[config.mk]
export PLATFORM = sky130hd
export DESIGN_NAME = pipe_stage_reg
export DESIGN_NICKNAME = d
export VERILOG_FILES = /design/src/rtl/pipe_pkg.sv /design/src/rtl/pipe_stage_reg.sv
export SDC_FILE = /design/constraint.sdc
export NUM_CORES = 1
export LEC_CHECK = 0
export BUFFER_PORTS_ARGS = -buffer_cell sky130_fd_sc_hd__buf_2
export CORE_UTILIZATION = 52
export CTS_CLUSTER_SIZE = 8
export DETAILED_ROUTE_END_ITERATION = 6
export GPL_ROUTABILITY_DRIVEN = 0
export PLACE_DENSITY_LB_ADDON = 0.05
export SLEW_MARGIN = 25
export SYNTH_ARGS = -nofsm -noshare
export SYNTH_HDL_FRONTEND = slang
export SYNTH_SLANG_ARGS = --single-unit
[constraint.sdc]
create_clock -name clk -period 2.5 [get_ports clk]
set_input_delay 0.625 -clock clk [delete_from_list [all_inputs] [get_ports clk]]
set_output_delay 0.625 -clock clk [all_outputs]
set_load 0.02 [all_outputs]
[src/rtl/pipe_pkg.sv]
// pipe_pkg: shared stage payload widths, bubble constants and pack/unpack helpers
package pipe_pkg;
    localparam int PC_W    = 16;
    localparam int INSTR_W = 16;
    localparam int DATA_W  = 16;
    localparam int CW_W    = 8;
    localparam int K_W     = 3;
    localparam int DEST_W  = 3;
    localparam int IF_ID_W = PC_W + INSTR_W;
    localparam int M2W_W   = PC_W + INSTR_W + DATA_W + CW_W + K_W + DEST_W;

    typedef struct packed {
        logic [PC_W-1:0]    pc;
        logic [INSTR_W-1:0] instr;
    } if_id_t;

    typedef struct packed {
        logic [PC_W-1:0]    pc;
        logic [INSTR_W-1:0] instr;
        logic [DATA_W-1:0]  data;
        logic [CW_W-1:0]    cw;
        logic [K_W-1:0]     k;
        logic [DEST_W-1:0]  dest;
    } m2w_t;

    localparam logic [IF_ID_W-1:0] NOP_IF_ID = '0;
    localparam logic [M2W_W-1:0]   NOP_M2W   = '0;

    function automatic logic [IF_ID_W-1:0] pack_if_id(input if_id_t s);
        return s;
    endfunction

    function automatic if_id_t unpack_if_id(input logic [IF_ID_W-1:0] p);
        return if_id_t'(p);
    endfunction

    function automatic logic [M2W_W-1:0] pack_m2w(input m2w_t s);
        return s;
    endfunction

    function automatic m2w_t unpack_m2w(input logic [M2W_W-1:0] p);
        return m2w_t'(p);
    endfunction
endpackage

[src/rtl/pipe_stage_reg.sv]
// pipe_stage_reg: valid/ready pipeline register with optional skid entry, flush and stall counter
module pipe_stage_reg #(
    parameter int                DATA_W    = pipe_pkg::M2W_W,
    parameter bit                SKID      = 1'b1,
    parameter logic [DATA_W-1:0] NOP_VALUE = {DATA_W{1'b0}},
    parameter int                CNT_W     = 16
) (
    input  logic              clk,
    input  logic              clr,
    input  logic              flush,
    input  logic              up_valid,
    output logic              up_ready,
    input  logic [DATA_W-1:0] up_data,
    output logic              dn_valid,
    input  logic              dn_ready,
    output logic [DATA_W-1:0] dn_data,
    output logic [1:0]        occ,
    output logic [CNT_W-1:0]  stall_cnt
);
    logic up_fire;
    logic dn_fire;
    logic skid_valid;

    assign up_fire = up_valid & up_ready;
    assign dn_fire = dn_valid & dn_ready;
    assign occ     = 2'(dn_valid) + 2'(skid_valid);

    generate
        if (SKID) begin : g_skid
            logic [DATA_W-1:0] skid_data;
            // ready depends only on the skid flop, so dn_ready never reaches up_ready
            assign up_ready = ~skid_valid;
            always_ff @(posedge clk) begin
                if (clr || flush) begin
                    dn_valid   <= 1'b0;
                    dn_data    <= NOP_VALUE;
                    skid_valid <= 1'b0;
                    skid_data  <= NOP_VALUE;
                end else if (dn_fire || !dn_valid) begin
                    if (skid_valid) begin
                        dn_valid   <= 1'b1;
                        dn_data    <= skid_data;
                        skid_valid <= 1'b0;
                        skid_data  <= NOP_VALUE;
                    end else begin
                        dn_valid <= up_fire;
                        dn_data  <= up_fire ? up_data : NOP_VALUE;
                    end
                end else if (up_fire) begin
                    skid_valid <= 1'b1;
                    skid_data  <= up_data;
                end
            end
        end else begin : g_single
            assign skid_valid = 1'b0;
            assign up_ready   = ~dn_valid | dn_ready;
            always_ff @(posedge clk) begin
                if (clr || flush) begin
                    dn_valid <= 1'b0;
                    dn_data  <= NOP_VALUE;
                end else if (up_fire) begin
                    dn_valid <= 1'b1;
                    dn_data  <= up_data;
                end else if (dn_fire) begin
                    dn_valid <= 1'b0;
                    dn_data  <= NOP_VALUE;
                end
            end
        end
    endgenerate

    always_ff @(posedge clk) begin
        if (clr)
            stall_cnt <= '0;
        else if (dn_valid && !dn_ready && !(&stall_cnt))
            stall_cnt <= stall_cnt + 1'b1;
    end
endmodule

==> impl_metrics.toml, run 1 <==
[pwr]
p_leak_nw = 2.861
peakVddDrop_mv = 0.3833
p_total_mw = 5.023
cellPowerDensity_nw_per_um2 = 746.6

[clocking]
cts_made_buffers = 17
post_cts_buffers = 0
cts_buffer_depth = 2
cts_tree = "done"
htree_num_levels = 4
root_buffer = "clkbuf_8"
clkLatencyLatePin_ps = 510
cts_num_sinks = 142
path_clk_slew_ps = 60

[route]
drt-initial-drc-count = 265
wire_per_inst_um = 16.52
num_vias = 4866
routed_wl_um = 13810
drc = 0
vias_per_cell = 5.821
ant_nets = 0
drt_first_pass_iters = 4

[die]
rows = 36
core_um2 = 9864
die_h_um = 103.3
initial_core_util = 0.5408
fp.dieArea_um2 = 10670
dieWidth_um = 103.3
io-pin-count = 149

[global_routing]
grt_max_degree = 63
grt_overflow = 0
grt_pass1_vias = 4439
grt_usage = 0.2678
antenna_found_initial = 1
grt_first_pass_wirelength_um = 21820

[synthesis]
synth_edf_count = 0
synth_cell_types = 38
yosysSeqAreaShare = 0.5328
yosysWarnings = 0
async_reset_ff_frac = 0
synth_ff_type = "dfxtp_1"
synth.avg_cell_area_um2 = 9.426
synth.net_count = 635
synth-seq-cells = 142
synth_cells = 566
syn-cell-area_um2 = 5335

[critical_path]
start_kind = "flip-flop"
arrival_ps = 1780
slowest_delay_ps = 390
critPathCaptureType = "output pin"
critical_path_class = "flip-flop to output pin"
cp_slowest_cell = "buf_6"
cp_data_required_time_ps = 1880
cp_cell_sequence = "buf_4 -> buf_6 -> inv_1 -> buf_2"
critical_path.max_fanout = 55
reg2reg_slack_ps = 550

[hold_path]
hp-class = "primary input to flip-flop"

[layout]
final_core_util = 0.6820
nNetsFinal = 760
drive_gt1_frac = 0.2863
fill_cells = 814
area_delta_synth_final_pct = 26.10
instances_no_fill = 836

[timing]
drv_slew = 0
hold_violations = 0
maxSlewHeadroom = 0.5402
period_needed_ps = 2403
rsz0062_at_grt = "false"
fin_skew_ps = 9.546
fin_setup_tns_ps = 0
setup_viol = 0
worst_slew_pin_slew_ps = 689.7
clock.fmax_mhz = 416.2
fin_crit_sh = 0.9611

[placement]
io_buffers = 148
dp.cells = 805
hpwlAfterDp_um = 8461

[run_status]
status = "completed"

[run]
drv_cap = 0
-- stage by stage --
| step | hold WS (ps) | cell area (um2) | worst slack (ps) |
|---|---|---|---|
| 2_1_floorplan | 442.5 | 5335 | 556.3 |
| 3_3_place_gp | 455.9 | 6166 | 29.40 |
| 3_5_place_dp | 456.6 | 6176 | 239.4 |
| 4_1_cts | 319.5 | 6725 | 88.19 |
| 5_1_grt | 322.6 | 6728 | 16.15 |
| 6_report | 344.6 | 6728 | 97.34 |
-- sequential cells by signal, indices dropped and copies added (netlist names) --
name              flops
g_skid.skid_data     62
dn_data              62
dn_valid              1
skid_valid            1
stall_cnt            16
-- final cells by class --
type / instances / area, um2 / area share
timing repair buffer: 161 / 842.1 / 0.1252
sequential: 142 / 2844 / 0.4227
clock buffer: 23 / 456.7 / 0.06788
antenna: 1 / 2.502 / 0.0003720
tap: 133 / 166.4 / 0.02474
inverter: 5 / 18.77 / 0.002790
multi-input combinational: 364 / 2308 / 0.3431
clock inverter: 7 / 88.84 / 0.01320
-- synthesized netlist by cell type, types with 6 or more instances --
library cell / n / area, um2
a21oi_1: 11 / 55.05
clkbuf_1: 42 / 157.7
a221oi_1: 62 / 543.0
o21ai_0: 7 / 35.03
a22oi_1: 34 / 255.2
nor2_1: 105 / 394.1
nand3_1: 6 / 30.03
dfxtp_1: 142 / 2843
nor3_1: 63 / 315.3
a22o_1: 28 / 245.2
buf_2: 10 / 50.05
-- critical path: cells and delay by family, from the launching register on --
family                 cells  cell delay (ps)
buffers and inverters      4              870
DFF                        1              350
-- power by group --
group          switching [mW]  leakage, nW  internal (mW)
combinational           0.222         1.44          0.138
sequential             0.0219         1.15           2.31
clock                   0.881        0.271           1.46
total                    1.12         2.86           3.90
-- layout by cell type, fill, tap and decap left out, types with 6 or more instances in the layout --
| master | synthesis | routed |
|---|---|---|
| nand3_1 | 6 | 6 |
| dfxtp_1 | 142 | 141 |
| buf_4 | 1 | 12 |
| a21oi_1 | 11 | 11 |
| buf_2 | 10 | 148 |
| a22o_1 | 28 | 28 |
| a221oi_1 | 62 | 62 |
| a22oi_1 | 34 | 34 |
| nor3_1 | 63 | 63 |
| nor2_1 | 105 | 105 |
| o21ai_0 | 7 | 7 |
| clkbuf_16 | 0 | 16 |
-- path summary, 6_finish.rpt --
check                       start              endpoint  cells past startpoint
min                   up_data[44]  g_skid.skid_data[44]                      2
max                    skid_valid              up_ready                      4
max reg2reg          stall_cnt[0]         stall_cnt[14]                      5
min reg2reg  g_skid.skid_data[25]  g_skid.skid_data[25]                      1
-- logic make-up after synthesis --
group,count (synthesis),synth area share
and+or+nand+nor,206,0.1808
adders and majority gates,2,0.004690
buffers and inverters,60,0.04526
AOI/OAI and AO/OA,152,0.2289
muxes,3,0.005863
xor gates and xnor gates,1,0.001642
DFF,142,0.5328
-- metal layers --
metal | vias up | global-route usage | routed length [um]
met1 | 2315 | 0.3463 | 6073
met5 | - | 0 | 0
met4 | 0 | 0.1073 | 260
met2 | 163 | 0.4251 | 6515
li1 | 2370 | - | -
met3 | 18 | 0.07392 | 958
-- timing repair --
item / in CTS / in global routing
setup endpoints to repair: 1 / 0
hold buffers: 0 / 0
resized for setup: 1 / 0
No activity file was read; power rests on OpenSTA's default activity.
==> run 2, diff against run 1 <==
--- a/config.mk
+++ b/config.mk
@@ -6,11 +6,11 @@
 export NUM_CORES = 1
 export LEC_CHECK = 0
 export BUFFER_PORTS_ARGS = -buffer_cell sky130_fd_sc_hd__buf_2
-export CORE_UTILIZATION = 52
+export CORE_UTILIZATION = 40
 export CTS_CLUSTER_SIZE = 8
 export DETAILED_ROUTE_END_ITERATION = 6
 export GPL_ROUTABILITY_DRIVEN = 0
-export PLACE_DENSITY_LB_ADDON = 0.05
+export PLACE_DENSITY = 0.6
 export SLEW_MARGIN = 25
 export SYNTH_ARGS = -nofsm -noshare
 export SYNTH_HDL_FRONTEND = slang
==> constraint.sdc (replaced) <==
create_clock -name clk -period 2.5 [get_ports clk]
set_input_delay 0.625 -clock clk [delete_from_list [all_inputs] [get_ports clk]]
set_output_delay 0.625 -clock clk [all_outputs]
set_load 0.05 [all_outputs]
==> impl_metrics.toml, run 2 (synthesis results as in run 1) <==
[pwr]
p_total_mw = 5.183
cellPowerDensity_nw_per_um2 = 763.2
p_leak_nw = 2.871
peakVddDrop_mv = 0.4522

[timing]
holdWs_ps = 432.3
period_needed_ps = 2082
hold_violations = 0
fin_setup_tns_ps = 0
clock.fmax_mhz = 480.4
setup_viol = 0
worst_slew_pin_slew_ps = 977.4
drv_slew = 0
maxSlewHeadroom = 0.3470
fin_crit_sh = 0.8327
fin_skew_ps = 7.310
rsz0062_at_grt = "false"

[global_routing]
grt_usage = 0.2139
grt_max_degree = 96
use_met3 = 0.05911
grt_pass1_vias = 4541
grt_first_pass_wirelength_um = 23420
busiest_layer = "met2"
met2_usage = 0.3266
grt_overflow = 0
antenna_found_initial = 1
grt_use_met1 = 0.2847

[route]
ant_nets = 0
drc = 0
num_vias = 4913
drt-initial-drc-count = 326
drt_first_pass_iters = 6
routed_wl_um = 14460
vias_per_cell = 5.615
wire_per_inst_um = 16.52

[critical_path]
critical_path.max_fanout = 21
arrival_ps = 1460
critPathCaptureType = "output pin"
critical_path_class = "flip-flop to output pin"
slowest_delay_ps = 400
cp_cell_sequence = "buf_4 -> inv_1 -> buf_2"
cp_slowest_cell = "dfxtp_2"
cpLargestDelayFamily = "buffers and inverters"
cp_data_required_time_ps = 1880
cp_num_buf_inv = 3
start_kind = "flip-flop"

[layout]
instances_no_fill = 875
area_delta_synth_final_pct = 27.27
reg.largest.list = "dn_data (62), g_skid.skid_data (62), stall_cnt (16)"
final_cell_mix = "buf_2 (148), dfxtp_1 (141), nor2_1 (105)"
final_core_util = 0.5295
nNetsFinal = 759
final_common_cell = "buf_2"
drive_gt1_frac = 0.2863

[placement]
io_buffers = 148
hpwlAfterDp_um = 9052
dp.cells = 843

[clocking]
cts_resized = 0
cts_tree = "done"
post_cts_buffers = 0
root_buffer = "clkbuf_16"
cts_num_sinks = 142
cts_hold_buffers = 0
cts_buffer_depth = 2
htree_num_levels = 4
clkLatencyLatePin_ps = 420
cts_made_buffers = 17
path_clk_slew_ps = 60

[die]
core_um2 = 12820
io-pin-count = 149
dieWidth_um = 117.5
die_h_um = 117.5
initial_core_util = 0.4160
rows = 41
fp.dieArea_um2 = 13800

[hold_path]
hp-class = "primary input to flip-flop"

[run]
drv_cap = 0

[run_status]
status = "completed"
-- run 2: cell count changes in the layout (fill, tap and decap cells not counted), sizes merged --
cell    change
buf         -1
clkinv      +1
-- run 2: area by class of cell --
type	instances	area [um2]
timing repair buffer	160	843.3
fill	1226	6035
antenna	1	2.502
clock inverter	8	90.09
clock buffer	23	467.9
tap	172	215.2
inverter	5	18.77
multi-input combinational	364	2308
sequential	142	2844
-- run 2: path summary, 6_finish.rpt --
path	from	to	slack, ps	cells past startpoint
worst max register to register	skid_valid	dn_data[0]	520	4
worst min-delay path	up_data[40]	g_skid.skid_data[40]	430	2
worst min register to register	g_skid.skid_data[4]	g_skid.skid_data[4]	480	1
worst max-delay path	skid_valid	up_ready	420	3
-- run 2: metrics by stage --
stage          setup WS [ps]  instance area (um2)
4_1_cts                412.2                 6783
3_3_place_gp           42.73                 6220
2_1_floorplan          302.5                 5335
5_1_grt                380.4                 6790
6_report               418.3                 6790
3_5_place_dp           76.48                 6225
-- run 2: per-layer routing --
layer  vias to the layer above  wire [um]
met1                      2356       6652
li1                       2368          -
met2                       171       6650
met4                         0        257
met5                         -          0
met3                        18        897
-- run 2: power by group --
| group | switching, mW | internal (mW) | total (mW) |
|---|---|---|---|
| combinational | 0.306 | 0.139 | 0.445 |
| clock | 0.907 | 1.50 | 2.41 |
| sequential | 0.0225 | 2.31 | 2.33 |
| total | 1.24 | 3.95 | 5.18 |
==> run 3, diff against run 2 <==
--- a/config.mk
+++ b/config.mk
@@ -10,7 +10,7 @@
 export CTS_CLUSTER_SIZE = 8
 export DETAILED_ROUTE_END_ITERATION = 6
 export GPL_ROUTABILITY_DRIVEN = 0
-export PLACE_DENSITY = 0.6
+export PLACE_DENSITY = 0.62
 export SLEW_MARGIN = 25
 export SYNTH_ARGS = -nofsm -noshare
 export SYNTH_HDL_FRONTEND = slang
==> constraint.sdc (replaced) <==
create_clock -name clk -period 1.7 [get_ports clk]
set_input_delay 0.425 -clock clk [delete_from_list [all_inputs] [get_ports clk]]
set_output_delay 0.425 -clock clk [all_outputs]
set_load 0.05 [all_outputs]
==> impl_metrics.toml, run 3 (synthesis results as in run 1) <==
[run_status]
status = "finished with violations"
violations = "setup timing"

[route]
drt_first_pass_iters = 5
num_vias = 5107
drt-initial-drc-count = 446
wl_met2_um = 7157
wire_per_inst_um = 16.84
ant_nets = 0
wl_met1_um = 7110
drc = 0
routed_wl_um = 15310
vias_per_cell = 5.618
top_layer = "met4"
dr_wl_met3_um = 784

[clocking]
cts_hold_buffers = 0
clkLatencyLatePin_ps = 420
path_clk_slew_ps = 60
cts_buffer_depth = 2
cts_made_buffers = 17
root_buffer = "clkbuf_16"
cts_num_sinks = 142
htree_num_levels = 4
cts_tree = "done"

[placement]
io_buffers = 148
hpwlAfterDp_um = 9474
dpl_cell_area_um2 = 6487
dp.cells = 865
place_ws_ps = -523.1

[layout]
drive_gt1_frac = 0.3501
instances_no_fill = 909
area_delta_synth_final_pct = 37.45
reg.largest.list = "dn_data (62), g_skid.skid_data (62), stall_cnt (16)"
fill_cells = 1156
postLayoutCellArea_um2 = 7333
nNetsFinal = 793
final_common_cell = "buf_2"
antenna_cells = 0
final_cell_mix = "buf_2 (145), dfxtp_1 (124), nor2_1 (105)"

[global_routing]
grt_usage = 0.2203
grt_max_degree = 60
grt_overflow = 0
grt_pass1_vias = 4760
grt_first_pass_wirelength_um = 24420
antenna_found_initial = 0

[critical_path]
reg2reg_slack_ps = 40
slowest_delay_ps = 360
reg2reg_depth = 5
r2r_start = "stall_cnt[1]"
cp_slowest_cell = "dfxtp_4"
critical_path.max_fanout = 4
cp_cell_sequence = "buf_6 -> ha_4 -> buf_8"
start_kind = "flip-flop"
arrival_ps = 1310
critPathCaptureType = "output pin"
critical_path_class = "flip-flop to output pin"
cp_data_required_time_ps = 1270
r2r-end = "stall_cnt[14]"

[timing]
clock.fmax_mhz = 576.9
fin_skew_ps = 5.123
layout_setup_ws_ps = -33.47
fin_crit_sh = 1.020
hold_violations = 0
maxSlewHeadroom = 0.7047
worst_slew_pin_slew_ps = 443.0
drv_slew = 0
setup_viol = 1
rsz0062_at_grt = "true"
period_needed_ps = 1733

[hold_path]
hp-start = "up_data[45]"
hold_end = "g_skid.skid_data[45]"
holdPathStages = 2
hp-class = "primary input to flip-flop"

[pwr]
cellPowerDensity_nw_per_um2 = 1067
p_leak_nw = 3.129
peakVddDrop_mv = 0.8280
p_total_mw = 7.827

[die]
initial_core_util = 0.4160
fp.dieArea_um2 = 13800
rows = 41
die_h_um = 117.5
io-pin-count = 149
core_um2 = 12820
dieWidth_um = 117.5

[run]
drv_cap = 0
==> run 3: layer usage <==
| layer | up-vias | global-route usage |
|---|---|---|
| met2 | 162 | 0.3447 |
| met3 | 21 | 0.05669 |
| met1 | 2488 | 0.2912 |
| met5 | - | 0 |
| li1 | 2436 | - |
| met4 | 0 | 0.08413 |
==> run 3: what timing repair did <==
action	in CTS	in global routing
endpoints found under the setup margin	35	54
cloned	1	2
gates resized for setup	16	9
pin swaps	5	6
setup buffers	5	6
==> run 3: metrics by stage <==
stage | TNS (ps) | util | hold WS (ps)
4_1_cts | -36.89 | 0.5637 | 226.4
2_1_floorplan | -129.5 | - | 442.5
3_3_place_gp | -20780 | 0.5059 | 456.5
5_1_grt | -73.21 | 0.5718 | 235.7
3_5_place_dp | -24900 | 0.5059 | 455.5
6_report | -33.47 | 0.5718 | 243.9
==> run 3: worst max-delay path: cells and delay by family (launching register included) <==
kind                     cells  cell delay, ps
flip-flops                   1             360
adder cells (fa/ha/maj)      1             260
buffers and inverters        2             270
==> run 3: power by group <==
part	internal (mW)	leakage (nW)	switching, mW
Combinational	0.238	1.67	0.466
Clock	2.38	0.301	1.33
Sequential	3.38	1.16	0.0323
Total	5.99	3.13	1.83
==> run 3: area by class of cell <==
class / count / area, um2 / area share
Sequential cell: 142 / 2888 / 0.3938
Multi-Input combinational cell: 365 / 2370 / 0.3232
Timing Repair Buffer: 193 / 1237 / 0.1687
Clock buffer: 28 / 559.3 / 0.07627
Tap cell: 172 / 215.2 / 0.02935
Clock inverter: 4 / 45.04 / 0.006142
Inverter: 5 / 18.77 / 0.002559
==> run 3: worst max-delay path by stage <==
| stage | from | to | slack, ps | cells after the start |
|---|---|---|---|---|
| after floorplan | stall_cnt[1] | stall_cnt[14] | -100 | 5 |
| final | skid_valid | occ[0] | -30 | 3 |
| after global routing | skid_valid | occ[0] | -60 | 3 |
| after global placement | dn_ready | g_skid.skid_data[60] | -410 | 5 |
| after CTS | skid_valid | occ[0] | -40 | 3 |
| after detailed placement | dn_ready | g_skid.skid_data[0] | -520 | 5 |
